--- config.mk ---
export PLATFORM = sky130hd
export DESIGN_NAME = integracao_display
export DESIGN_NICKNAME = d
export VERILOG_FILES = /design/src/rtl/integracao_display.sv
export SDC_FILE = /design/constraint.sdc
export NUM_CORES = 1
export LEC_CHECK = 0
export ABC_AREA = 1
export CORE_MARGIN = 10
export CORE_UTILIZATION = 31
export CTS_CLUSTER_SIZE = 40
export DETAILED_ROUTE_END_ITERATION = 10
export HOLD_SLACK_MARGIN = 0.08
export PLACE_DENSITY = 0.49
export SKIP_LAST_GASP = 1
export SLEW_MARGIN = 15
export SYNTH_ARGS = -nofsm -noshare
export SYNTH_HDL_FRONTEND = slang
export SYNTH_SLANG_ARGS = --single-unit
--- constraint.sdc ---
create_clock -name clk -period 0.8 [get_ports clk]
set_input_delay 0.16 -clock clk [delete_from_list [all_inputs] [get_ports clk]]
set_output_delay 0.16 -clock clk [all_outputs]
set_load 0.05 [all_outputs]
--- src/rtl/integracao_display.sv ---
// Registered 6-bit to 7-segment decoder: hex, decimal units, decimal tens
// or popcount digit chosen by entrada[5:4], glyph captured every clock.
module integracao_display (
  input  logic       clk,
  input  logic       rst,
  input  logic [5:0] entrada,
  output logic [6:0] segmentos
);

  typedef enum logic [1:0] {
    M_HEX   = 2'b00,
    M_UNITS = 2'b01,
    M_TENS  = 2'b10,
    M_POP   = 2'b11
  } mode_t;

  mode_t      w_mode;
  logic [3:0] w_val;
  logic       w_ge10;
  logic [3:0] w_units;
  logic [3:0] w_tens;
  logic [3:0] w_pop;
  logic [3:0] w_digit;
  logic [6:0] w_glyph;
  logic [6:0] r_seg;

  assign w_mode = mode_t'(entrada[5:4]);
  assign w_val  = entrada[3:0];

  // 4-bit values only reach 15, so one conditional subtract is a full mod 10
  assign w_ge10  = (w_val >= 4'd10);
  assign w_units = w_ge10 ? (w_val - 4'd10) : w_val;
  assign w_tens  = {3'b000, w_ge10};

  always_comb begin
    w_pop = 4'd0;
    for (int i = 0; i < 6; i++) begin
      w_pop = w_pop + {3'b000, entrada[i]};
    end
  end

  always_comb begin
    w_digit = w_val;
    unique case (w_mode)
      M_HEX:   w_digit = w_val;
      M_UNITS: w_digit = w_units;
      M_TENS:  w_digit = w_tens;
      M_POP:   w_digit = w_pop;
      default: w_digit = w_val;
    endcase
  end

  always_comb begin
    w_glyph = 7'h00;
    unique case (w_digit)
      4'h0: w_glyph = 7'h3F;
      4'h1: w_glyph = 7'h06;
      4'h2: w_glyph = 7'h5B;
      4'h3: w_glyph = 7'h4F;
      4'h4: w_glyph = 7'h66;
      4'h5: w_glyph = 7'h6D;
      4'h6: w_glyph = 7'h7D;
      4'h7: w_glyph = 7'h07;
      4'h8: w_glyph = 7'h7F;
      4'h9: w_glyph = 7'h6F;
      4'hA: w_glyph = 7'h77;
      4'hB: w_glyph = 7'h7C;
      4'hC: w_glyph = 7'h39;
      4'hD: w_glyph = 7'h5E;
      4'hE: w_glyph = 7'h79;
      4'hF: w_glyph = 7'h71;
      default: w_glyph = 7'h00;
    endcase
  end

  always_ff @(posedge clk or posedge rst) begin
    if (rst) r_seg <= 7'h00;
    else     r_seg <= w_glyph;
  end

  assign segmentos = r_seg;

endmodule

# Yosys cells after proc, flatten, opt, wreduce, memory -nomap -nowiden
# Memories as Yosys holds them, arrays and structs flattened. A register that Yosys moved wholly into a read port is not among the register bits.
# Index checks and enable logic that the tools add are counted.
classes:
  n_addsub: 6
  n_lt_le_gt_ge: 1
  eq_ne: 3
  mux: 2
  reduce_logical: 1
op_table:
  columns: ["op", "n"]
  rows:
  - ["$pmux 4 s4", 1]
  - ["$add 4x1->4", 2]
  - ["$add 3x1->4", 1]
  - ["$eq 2x2->1 const B", 2]
  - ["$ge 4x4->1 const B", 1]
  - ["$mux 4", 1]
  - ["$sub 4x4->4 const B", 1]
  - ["$add 2x1->3", 1]
  - ["$add 1x1->2", 1]
  - ["$eq 2x1->1 const B", 1]
  - ["$logic_not 2->1", 1]
word_totals:
  ff_bits: 0
  romBits: 112
  in_bits: 8
  word_cells: 14
  n_memories: 1
memory_table:
  columns: ["name", "words", "width", "rd", "rd_clocked_by_memory_dff", "write_ports", "line_no", "source"]
  rows:
  - ["(no name shown)", 16, 7, 1, 1, 0, "55", "unique case (w_digit)"]

# Longest topological paths before layout
depth:
  ltp_word: 6
  ltp_mapped: 18
  depth_no_buf: 18

# Worst setup path before layout
# OpenSTA, ideal clock, no wires.
synth_path:
  path_type: "input to register"
  from: "input port entrada[0]"
  to: "register r_seg[0], in the netlist segmentos[0]"
  setup_time_ns: 0.118
  arrival_time_ns: 2.707
  setup_slack_ns: -2.024
  path_stages: 15
  n_path_buf: 0
  path_cell_list: "fa_1 > inv_1 > fa_1 > inv_1 > ha_1 > inv_1 > fa_1 > inv_1 > nand3_1 > o21ai_1 > a21oi_1 > ha_1 > nand3_1 > nand3_1 > nand2_1"
synth_between:
  elab_chain_len: 6
  word_cells_on_any_way: 9
  classes_between: "add/sub (6); order compare (1); mux (2)"
synth_rtl:
  columns: ["element", "line_no", "source"]
  rows:
  - ["start: declaration", "6", "input logic [5:0] entrada,"]
  - ["$add 1x1->2", "38", "w_pop = w_pop + {3'b000, entrada[i]};"]
  - ["$add 2x1->3", "38", null]
  - ["$add 3x1->4", "38", null]
  - ["$add 4x1->4 (2 in series)", "38", null]
  - ["$pmux 4 s4 *", "44", "unique case (w_mode)"]
  - ["end: declaration", "25", "logic [6:0] r_seg;"]
# Every way passes the cells marked *; elsewhere a longest branch is shown, timed or not.

# Final worst setup path
layout_path:
  from: "input port entrada[3]"
  to: "register r_seg[6], in the netlist segmentos[6]"
layout_between:
  elab_chain_len: 4
  word_cells_on_any_way: 7
  classes_between: "add/sub (4); order compare (1); mux (2)"
layout_rtl:
  columns: ["element", "line_no"]
  rows:
  - ["$add 3x1->4", "38"]
  - ["$add 4x1->4 (2 in series)", "38"]
  - ["$pmux 4 s4 *", "44"]
# Marks and branches as above.

==> out/metrics.yaml <==
outcome: "finished, violations left"
violations: "setup timing"
max_slew_margin: 0.780
area_delta_synth_final_pct: 59.4
initial_utilization: 0.330
grt_pass1_wl_um: 3510
drc_errors: 0
setup_viol: 14
overflow: 0
syn_area_per_cell_sq_um: 7.70
met1_usage: 0.0899
cts_sinks: 7
wirelength_um: 1890
clk_pin_slew_ps: 50
syn_inst: 108
grt_antenna_before_repair: 0
pin_count: 15
root_buffer: "clkbuf_4"
path_max_fanout: 4
cts_tree: "yes"
critical_path_required_ps: 980
grt_busiest_layer: "met2"
diodes: 0
crit_path_end_kind: "register"
grt_start_max_net_pins: 9
layout_common_cells: "33 x nand2_1, 17 x buf_4, 12 x inv_1"
route.antenna.remaining_nets: 0
largest_reg_flops: 7
critPathLaunchType: "input port"
critPathKind: "input port to register"
grt_pass1_vias: 843
synth.distinct_cells: 23
num-nets-final: 166
p_leak_uw: 0.000672
grtUsageMet2: 0.137
synth_seq_cells: 7
vias: 762
cap_violations: 0
setup_slack_ps: -1900
wl_per_cell_um: 10.9
startpoint: "entrada[3]"
drive_gt1_frac: 0.465
power_density_nw_per_um2: 1640
first_pass_iters: 4
layout_commonest_cell: "nand2_1"
viasPerCell: 4.38
grt_setup_unrepaired: "true"
power.total_uw: 2180
final-hold-violation-count: 0
postCtsHoldBufs: 0
place_hpwl_um: 1630
synth_seq_area_share: 0.211
drtIter0Drc: 18
grt_util_met3: 0.0193
fin_setup_tns_ps: -14150
grt.total_usage: 0.0803
std_cell_rows: 18
worst_pin_slew_ps: 329
period_needed_ps: 2700
fmax_mhz: 370
synth_nets: 129
clockBufferDepth: 2
syn-cell-area_sq_um: 832
dieArea_sq_um: 5160
min_path_type: "input port to async pin"
gp_congestion: 0.798
dieWidth_um: 71.8
synth_area_leader_cell: "dfrtp_1"
ys.warnings.count: 0
cts_buffers: 3
cp.arrival_ps: 2880
post-route-util: 0.526
drv_slew: 0
post-route-period-util: 3.38
numPortBuffers: 14
yosysTopAreaCellShare: 0.211
synth_area_leaders: "dfrtp_1 21%, nand2_1 16%, ha_1 15%"
peakVddDrop_mv: 1.22
h-tree-depth: 1
coreArea_sq_um: 2520
die_h_um: 71.8
## per-stage QoR
| stage | cells | setup slack, ps | hold WS, ps | instance area, sq um |
|---|---|---|---|---|
| global route | 174 | -2050 | 172 | 1330 |
| floorplan | 108 | -1910 | -36.6 | 855 |
| finish | 174 | -1900 | 155 | 1330 |
| detailed placement | 168 | -2550 | 418 | 1220 |
| global placement | 168 | -2520 | 400 | 1220 |
| CTS | 174 | -1940 | 158 | 1280 |
## synth_stat cells
| master | number |
|---|---|
| a21oi_1 | 2 |
| a21oi_2 | 1 |
| a31oi_4 | 1 |
| buf_6 | 1 |
| dfrtp_1 | 7 |
| fa_1 | 3 |
| ha_1 | 10 |
| inv_1 | 15 |
| inv_2 | 4 |
| inv_4 | 1 |
| nand2_1 | 35 |
| nand2_2 | 3 |
| nand2_4 | 3 |
| nand3_1 | 8 |
| nand3_2 | 3 |
| nand3b_1 | 1 |
| nor2_1 | 2 |
| nor2_2 | 1 |
| nor2_8 | 1 |
| o21ai_1 | 3 |
| o21ai_2 | 1 |
| o21ai_4 | 1 |
| o21bai_1 | 1 |
## timing repair
item,4_1_cts,5_1_grt
resized for setup,23,8
pin swaps,7,9
setup buffers,2,0
endpoints found under the hold margin,0,0
setup endpoints to repair,14,14
## layer usage
| layer | routed length [um] | share of wire |
|---|---|---|
| met1 | 834 | 0.44 |
| met2 | 962 | 0.51 |
| met3 | 89 | 0.047 |
| met4 | 7 | 0.0037 |
| met5 | 0 | 0 |
## cell families after synthesis
logic type      count (synthesis)  share of synthesized area
buf+inv                        21                      0.107
fa+ha+maj                      13                      0.223
simple gates                   57                      0.355
compound gates                 10                      0.105
flops                           7                      0.211
## cell type report
class	count	area (sq um)
Clock buffer	4	26.3
Fill cell	250	1200
Inverter	20	77.6
Multi-Input combinational cell	80	658
Sequential cell	7	175
Tap cell	30	37.5
Timing Repair Buffer	33	352
## report_power, final
part / internal [uW] / switching (uW) / leakage, uW
clock network: 190 / 120 / 0.0000150
logic: 641 / 747 / 0.000578
registers: 427 / 57.3 / 0.0000787
total: 1260 / 924 / 0.000672
## how the worst max path moves through the flow
stage / to / slack, ps / cells after the start
global route: segmentos[6]$_DFF_PP0_ / -2050 / 18
CTS: segmentos[0]$_DFF_PP0_ / -1940 / 16
detailed placement: segmentos[3]$_DFF_PP0_ / -2550 / 18
floorplan: segmentos[0]$_DFF_PP0_ / -1910 / 15
finish: segmentos[6]$_DFF_PP0_ / -1900 / 18
global placement: segmentos[0]$_DFF_PP0_ / -2520 / 16
## critical path, cell delays in order
cell,delay (ps)
buf_6,100
fa_1,520
inv_1,50
fa_1,430
inv_1,70
ha_2,160
inv_2,30
fa_1,480
inv_1,50
nand3_2,70
o21ai_4,70
inv_2,70
nand2_4,70
ha_4,160
nand3b_1,190
nand2_1,100
nand2_1,50
nand2_1,60
(Power assumes the default switching activity.)
